## src/rtl/key_debounce_multi.sv

```systemverilog
// N-channel push-button conditioner: 2-FF synchroniser, stable-time debounce, press/release/long strobes.
// Optional auto-repeat strobes are built only when the macro KEY_REPEAT_EN is defined.
module key_debounce_multi #(
   parameter int KEY_NUM     = 4,
   parameter int CLK_FREQ_HZ = 50_000_000,
   parameter int DEBOUNCE_MS = 20,
   parameter int LONG_MS     = 1000,
   parameter int REPEAT_MS   = 200
) (
   input  logic               CLK_50M,
   input  logic               RST,
   input  logic [KEY_NUM-1:0] KEY,
   output logic [KEY_NUM-1:0] key_level,
   output logic [KEY_NUM-1:0] key_press,
   output logic [KEY_NUM-1:0] key_release,
   output logic [KEY_NUM-1:0] key_long,
   output logic [KEY_NUM-1:0] key_repeat
);

   localparam int MS_CYC = CLK_FREQ_HZ / 1000;
   localparam int DB_CYC = DEBOUNCE_MS * MS_CYC;
   localparam int MS_W   = (MS_CYC > 1) ? $clog2(MS_CYC) : 1;
   localparam int DB_W   = $clog2(DB_CYC);
   localparam int HOLD_W = $clog2(LONG_MS + 1);

   localparam logic [MS_W-1:0]   MS_LAST  = MS_W'(MS_CYC - 1);
   localparam logic [DB_W-1:0]   DB_LAST  = DB_W'(DB_CYC - 1);
   localparam logic [HOLD_W-1:0] HOLD_PRE = HOLD_W'(LONG_MS - 1);
   localparam logic [HOLD_W-1:0] HOLD_MAX = HOLD_W'(LONG_MS);

   logic [KEY_NUM-1:0] sync_1;
   logic [KEY_NUM-1:0] sync_2;
   logic [KEY_NUM-1:0] sample;
   logic [MS_W-1:0]    ms_cnt;
   logic               tick;

   // Pins idle high, so the synchroniser resets to the released level.
   always_ff @(posedge CLK_50M) begin
      if (RST) begin
         sync_1 <= '1;
         sync_2 <= '1;
      end else begin
         sync_1 <= KEY;
         sync_2 <= sync_1;
      end
   end

   assign sample = ~sync_2;

   always_ff @(posedge CLK_50M) begin
      if (RST || tick) begin
         ms_cnt <= '0;
      end else begin
         ms_cnt <= ms_cnt + MS_W'(1);
      end
   end

   assign tick = (ms_cnt == MS_LAST);

   genvar k;
   generate
      for (k = 0; k < KEY_NUM; k++) begin : g_key
         logic [DB_W-1:0]   db_cnt;
         logic [HOLD_W-1:0] hold_cnt;
         logic              level_q;
         logic              press_q;
         logic              release_q;
         logic              long_q;
         logic              db_done;
         logic              long_evt;

         // db_done marks the edge where the new level has been stable long enough.
         assign db_done  = (sample[k] != level_q) && (db_cnt == DB_LAST);
         assign long_evt = level_q && tick && (hold_cnt == HOLD_PRE);

         always_ff @(posedge CLK_50M) begin
            if (RST) begin
               db_cnt    <= '0;
               hold_cnt  <= '0;
               level_q   <= 1'b0;
               press_q   <= 1'b0;
               release_q <= 1'b0;
               long_q    <= 1'b0;
            end else begin
               press_q   <= db_done && sample[k];
               release_q <= db_done && !sample[k];
               long_q    <= long_evt;

               if (sample[k] == level_q) begin
                  db_cnt <= '0;
               end else if (db_done) begin
                  level_q <= sample[k];
                  db_cnt  <= '0;
               end else begin
                  db_cnt <= db_cnt + DB_W'(1);
               end

               if (!level_q) begin
                  hold_cnt <= '0;
               end else if (tick && (hold_cnt != HOLD_MAX)) begin
                  hold_cnt <= hold_cnt + HOLD_W'(1);
               end
            end
         end

         assign key_level[k]   = level_q;
         assign key_press[k]   = press_q;
         assign key_release[k] = release_q;
         assign key_long[k]    = long_q;

`ifdef KEY_REPEAT_EN
         localparam int REP_W = (REPEAT_MS > 1) ? $clog2(REPEAT_MS) : 1;
         localparam logic [REP_W-1:0] REP_LAST = REP_W'(REPEAT_MS - 1);

         logic [REP_W-1:0] rep_cnt;
         logic             rep_q;
         logic             rep_evt;

         // A saturated hold counter means key_long has already fired for this press.
         assign rep_evt = level_q && tick && (hold_cnt == HOLD_MAX) && (rep_cnt == REP_LAST);

         always_ff @(posedge CLK_50M) begin
            if (RST) begin
               rep_cnt <= '0;
               rep_q   <= 1'b0;
            end else begin
               rep_q <= rep_evt && !db_done;
               if (!level_q || long_evt) begin
                  rep_cnt <= '0;
               end else if (tick && (hold_cnt == HOLD_MAX)) begin
                  rep_cnt <= rep_evt ? '0 : rep_cnt + REP_W'(1);
               end
            end
         end

         assign key_repeat[k] = rep_q;
`else
         assign key_repeat[k] = 1'b0;
`endif
      end
   endgenerate

endmodule

```

## config.mk

```make
export PLATFORM = sky130hd
export DESIGN_NAME = key_debounce_multi
export DESIGN_NICKNAME = d
export VERILOG_FILES = /design/src/rtl/key_debounce_multi.sv
export SDC_FILE = /design/constraint.sdc
export NUM_CORES = 1
export LEC_CHECK = 0
export CAP_MARGIN = 20
export CORE_AREA = 8 8 137 139
export CTS_BUF_LIST = sky130_fd_sc_hd__clkbuf_4 sky130_fd_sc_hd__clkbuf_8 sky130_fd_sc_hd__clkbuf_16
export DETAILED_ROUTE_END_ITERATION = 10
export DIE_AREA = 0 0 145 147
export DONT_BUFFER_PORTS = 1
export HOLD_SLACK_MARGIN = 0.15
export PLACE_DENSITY_LB_ADDON = 0.08
export SLEW_MARGIN = 20
export SYNTH_ARGS = -nofsm -noshare
export SYNTH_HDL_FRONTEND = slang
export SYNTH_SLANG_ARGS = --single-unit
```

## constraint.sdc

```tcl
create_clock -name CLK_50M -period 4.3 [get_ports CLK_50M]
set_input_delay 0.43 -clock CLK_50M [delete_from_list [all_inputs] [get_ports CLK_50M]]
set_output_delay 0.43 -clock CLK_50M [all_outputs]
set_load 0.01 [all_outputs]
```

# Word-level counts from Yosys, hierarchy flattened

Cells that the tools add are included.

Memory bits (read-only): 0
Register bits: 160
Latch bits: 0
Logic and storage cells: 107
Memories: 0
Output and inout port bits: 20
Memory bits (writable): 0

Div/mod/pow operators: 0
Eq/ne operators: 21
Reductions and logical operators: 41
$add $sub $neg: 9
Magnitude comparators: 0
Shift operators: 0
Mux-type cells: 0
Multiply operators: 0
Bitwise operators: 9

Operators with widths:

| operator                | count |
|---|---|
| $add A20 B1 Y20 const B | 4 |
| $eq A20 B20 Y1 const B  | 4 |
| $add A10 B1 Y10 const B | 4 |
| $eq A10 B10 Y1 const B  | 4 |
| $ne A10 B10 Y1 const B  | 4 |
| $logic_and A1 B1 Y1     | 24 |
| $add A16 B1 Y16 const B | 1 |
| $eq A16 B16 Y1 const B  | 1 |
| $reduce_or A3 Y1        | 4 |
| $not A1 Y1              | 8 |
| $reduce_and A2 Y1       | 4 |
| $reduce_or A2 Y1        | 4 |
| $eq A1 B1 Y1            | 4 |
| $logic_not A1 Y1        | 4 |
| $ne A1 B1 Y1            | 4 |
| $not A4 Y4              | 1 |
| $logic_or A1 B1 Y1      | 1 |

# Depth between registers and ports, before layout

Depth in word-level cells: 4
Gate-level depth with buffers: 9

# Worst setup path before layout

OpenSTA, ideal clock, no wires.

Path kind: reg-to-reg
From: reg g_key[1].db_cnt[0]
To: reg g_key[1].db_cnt[18]
Arrival: 1849 ps
Stages on the path, launching flop included: 7
Path slack: 2378 ps
Path buffers: 1
Period minus slack after synthesis: 1922 ps
Path through: dfxtp_1 ha_1 nand2_1 or4_1 buf_2 or4_1 a21oi_1

Longest elaborated chain between the ends: 3

RTL lines:

| item                                                    | RTL line | RTL |
|---|---|---|
| start, declared                                         | 63       | `logic [DB_W-1:0] db_cnt;` |
| start signal, assigned                                  | 95       | `db_cnt <= db_cnt + DB_W'(1);` |
| branches (longest 3 deep; another with $add A20 B1 Y20) | n/a      |  |

Parallel ways; which one is timed is not known.
A chain may end at the register's enable or synchronous reset.

# Final worst setup path

From: reg g_key[0].db_cnt[0]
To: reg g_key[0].db_cnt[14]

Longest elaborated chain between the ends: 3

RTL lines:

| item                                                    | RTL line |
|---|---|
| start, declared                                         | 63 |
| start signal, assigned                                  | 95 |
| branches (longest 3 deep; another with $add A20 B1 Y20) | n/a |

Parallel ways; which one is timed is not known.

==> results.md <==
* Layout cells sized above 1 at 0.07729
* Crit. End Element: flip-flop
* Number of vias per cell at 5.434
* Die Wd at 145 microns
* Maxcap violations at 0
* Reg clk slew, reported paths at 0.06 ns
* Final-report hold violation count at 0
* Largest net degree at the start of global routing at 78
* Pre-CTS setup slack at 2.010 ns
* Root buf cell: clkbuf_16
* Crit path DAT at 2.56 ns
* Multi-input logic area at 0.003691 sq mm
* IO Pins at 26
* CTS max path bufs at 2
* Status: finished clean
* Register area share after synthesis at 0.4396
* Final Critical Period at 2.287 ns
* Die Ht at 147 microns
* Synth async-reset ratio at 0
* Mean Syn Cell Area at 8.612 sq um
* Std-Cell Rows at 48
* Clock Sink Count at 160
* DRC at 0
* Die ar. at 0.02132 sq mm
* CTS buffer count at 17
* Antenna diode count at 0
* Top FF cell, synth: dfxtp_1
* Count leader, synth: dfxtp_1
* Via Count at 5793
* Slew HR at 0.2910
* Mapped Area at 0.007286 sq mm
* DR pass1 iterations at 4
* CTS tree: yes
* Synth unique cells at 54
* Global-route wire length before repair at 25920 microns
* Final ANT Viol Nets at 0
* Setup violators final at 0
* Register area at 0.003203 sq mm
* Number of antenna violations at the first check in global routing at 0
* Fillers at 1622
* Cts repair resizes at 0
* Top cell type's share of synthesized area at 0.4396
* Yosys top cell by area: dfxtp_1
* FMAX at 437.2 MHz
* Routability cong. at 0.7589
* Clock Skews at 0.008152 ns
* HP Class: input port to flip-flop
* Worst skew pair latency at 0.42 ns
* Ys Warns at 0
* Crit Path Class: flip-flop to flip-flop
* RSZ-0062 raised after global routing: no
* LEAKAGE at 2.334 nW
* Max Slew Vio Count at 0
* GR Overflow Total at 0
* Routed WL at 14930 microns
* Maximum fanout along the worst path at 19
* Startpoint Class: flip-flop
* Final setup TNS at 0 ns
* Detailed Route Iter0 Violations at 263
* Finished Core Util at 0.4766
* Tightest Pin Transition at 1.060 ns
* Final worst slack at 2.013 ns
* Finished Layout Cells at 1066
* IO buf count at 0
* CTS H-tree depth at 4
* Power per cell area at 379.7 mW/mm^2
* Inst Count DP at 1029
* Nets at 847
* Gate Count Post-Synth at 846
* Routed wire per std cell at 14.01 microns
* Peak VDD IR at 267.9 uV
* Area growth, synth to finish at 9.600%
* Starting density of the core at 0.4348
* Global-route usage over all layers at 0.1440
* HPWL Detailed at 10030 microns
* Final period utilization at 0.5319
* Post-synth EDFFs at 0
* Vias in the first global route at 5574
* Top post-synthesis cells by area: dfxtp_1 (44%), xnor2_1 (4.8%), a21oi_1 (4.4%)
* Synth Register Bits at 160
* Post-synth top cells: dfxtp_1 (160), nor2_1 (83), a21oi_1 (64)
* Core Area at 0.01676 sq mm
* WP data required at 4.58 ns
==> metrics by stage <==
stage               cell area, sq um  power [mW]  hold WS (ns)
finish                          7985       3.032        0.2012
detailed placement              7333       1.550        0.3986
global placement                7333       1.549        0.3979
global route                    7985       3.142        0.2129
CTS                             7985       3.080        0.1836
floorplan                       7297       1.550        0.3895
==> worst paths after layout <==
path                 startpoint             endpoint  slack (ns)  cells past startpoint
max reg2reg  g_key[0].db_cnt[0]  g_key[0].db_cnt[14]        2.01                      5
max          g_key[0].db_cnt[0]  g_key[0].db_cnt[14]        2.01                      5
min                         RST      g_key[3].long_q        0.20                      3
min reg2reg           sync_1[2]            sync_2[2]        0.41                      1
==> layout make-up <==
| type | count | area share |
|---|---|---|
| multi-input combinational | 605 | 0.4622 |
| tap | 225 | 0.03526 |
| timing repair buffer | 8 | 0.009088 |
| sequential | 160 | 0.4011 |
| clock buffer | 24 | 0.06221 |
| inverter | 36 | 0.01692 |
| clock inverter | 8 | 0.01316 |
==> registers in the layout, summed over array words and instances (netlist names) <==
| signal | flops |
|---|---|
| g_key.level_q | 4 |
| g_key.release_q | 4 |
| g_key.press_q | 4 |
| g_key.long_q | 4 |
| sync_1 | 4 |
| g_key.db_cnt | 80 |
| ms_cnt | 16 |
| g_key.hold_cnt | 40 |
| sync_2 | 4 |
==> worst max-delay path, stage by stage (launching register included) <==
cell     delay [ns]
dfxtp_1        0.37
ha_1           0.22
nand2_1        0.18
or4_4          0.59
o21ai_2        0.67
nor2_1         0.11
==> cells in the final DEF, fill, tap and decap left out, drive strengths merged, types with 5 or more instances in the layout <==
cell type      n
or2           13
nor4b          8
nor2b          6
xnor2         40
and3          16
nor2          83
clkbuf        24
nand2         40
dlygate4sd3    5
xor2          24
and4           6
nand4         29
o21ai         42
a21oi         64
nor4          18
or4           31
or3           34
nand3         56
inv           35
o31ai         24
dfxtp        160
ha            13
and2           6
nor3          19
==> cell families after synthesis <==
| kind of cell | share of synthesized area |
|---|---|
| AND/OR/NAND/NOR | 0.2954 |
| flip-flops | 0.4396 |
| AO/OA/AOI/OAI | 0.1084 |
| buffers and inverters | 0.05530 |
| XOR/XNOR | 0.07694 |
| adder cells (fa/ha/maj) | 0.02233 |
| other | 0.0005147 |
| multiplexers | 0.001545 |
==> layer usage <==
| layer | up-vias | GRT usage | wire length (microns) |
|---|---|---|---|
| met5 | - | 0 | 0 |
| met4 | 0 | 0.06155 | 266 |
| met3 | 18 | 0.03168 | 422 |
| met2 | 58 | 0.2481 | 7272 |
| met1 | 2736 | 0.1696 | 6970 |
| li1 | 2981 | - | - |
==> power by group <==
part           total, mW  internal (mW)  switching, mW  leakage, nW
logic             0.0297         0.0103         0.0194        0.752
clock network       1.51          0.927          0.580        0.290
registers           1.50           1.49        0.00572         1.29
==> timing repair <==
action | 4_1_cts | 5_1_grt
hold buffers | 5 | 0
buffers inserted | 0 | 0
hold endpoints to repair | 21 | 0
No activity file was read; power rests on OpenSTA's default activity.
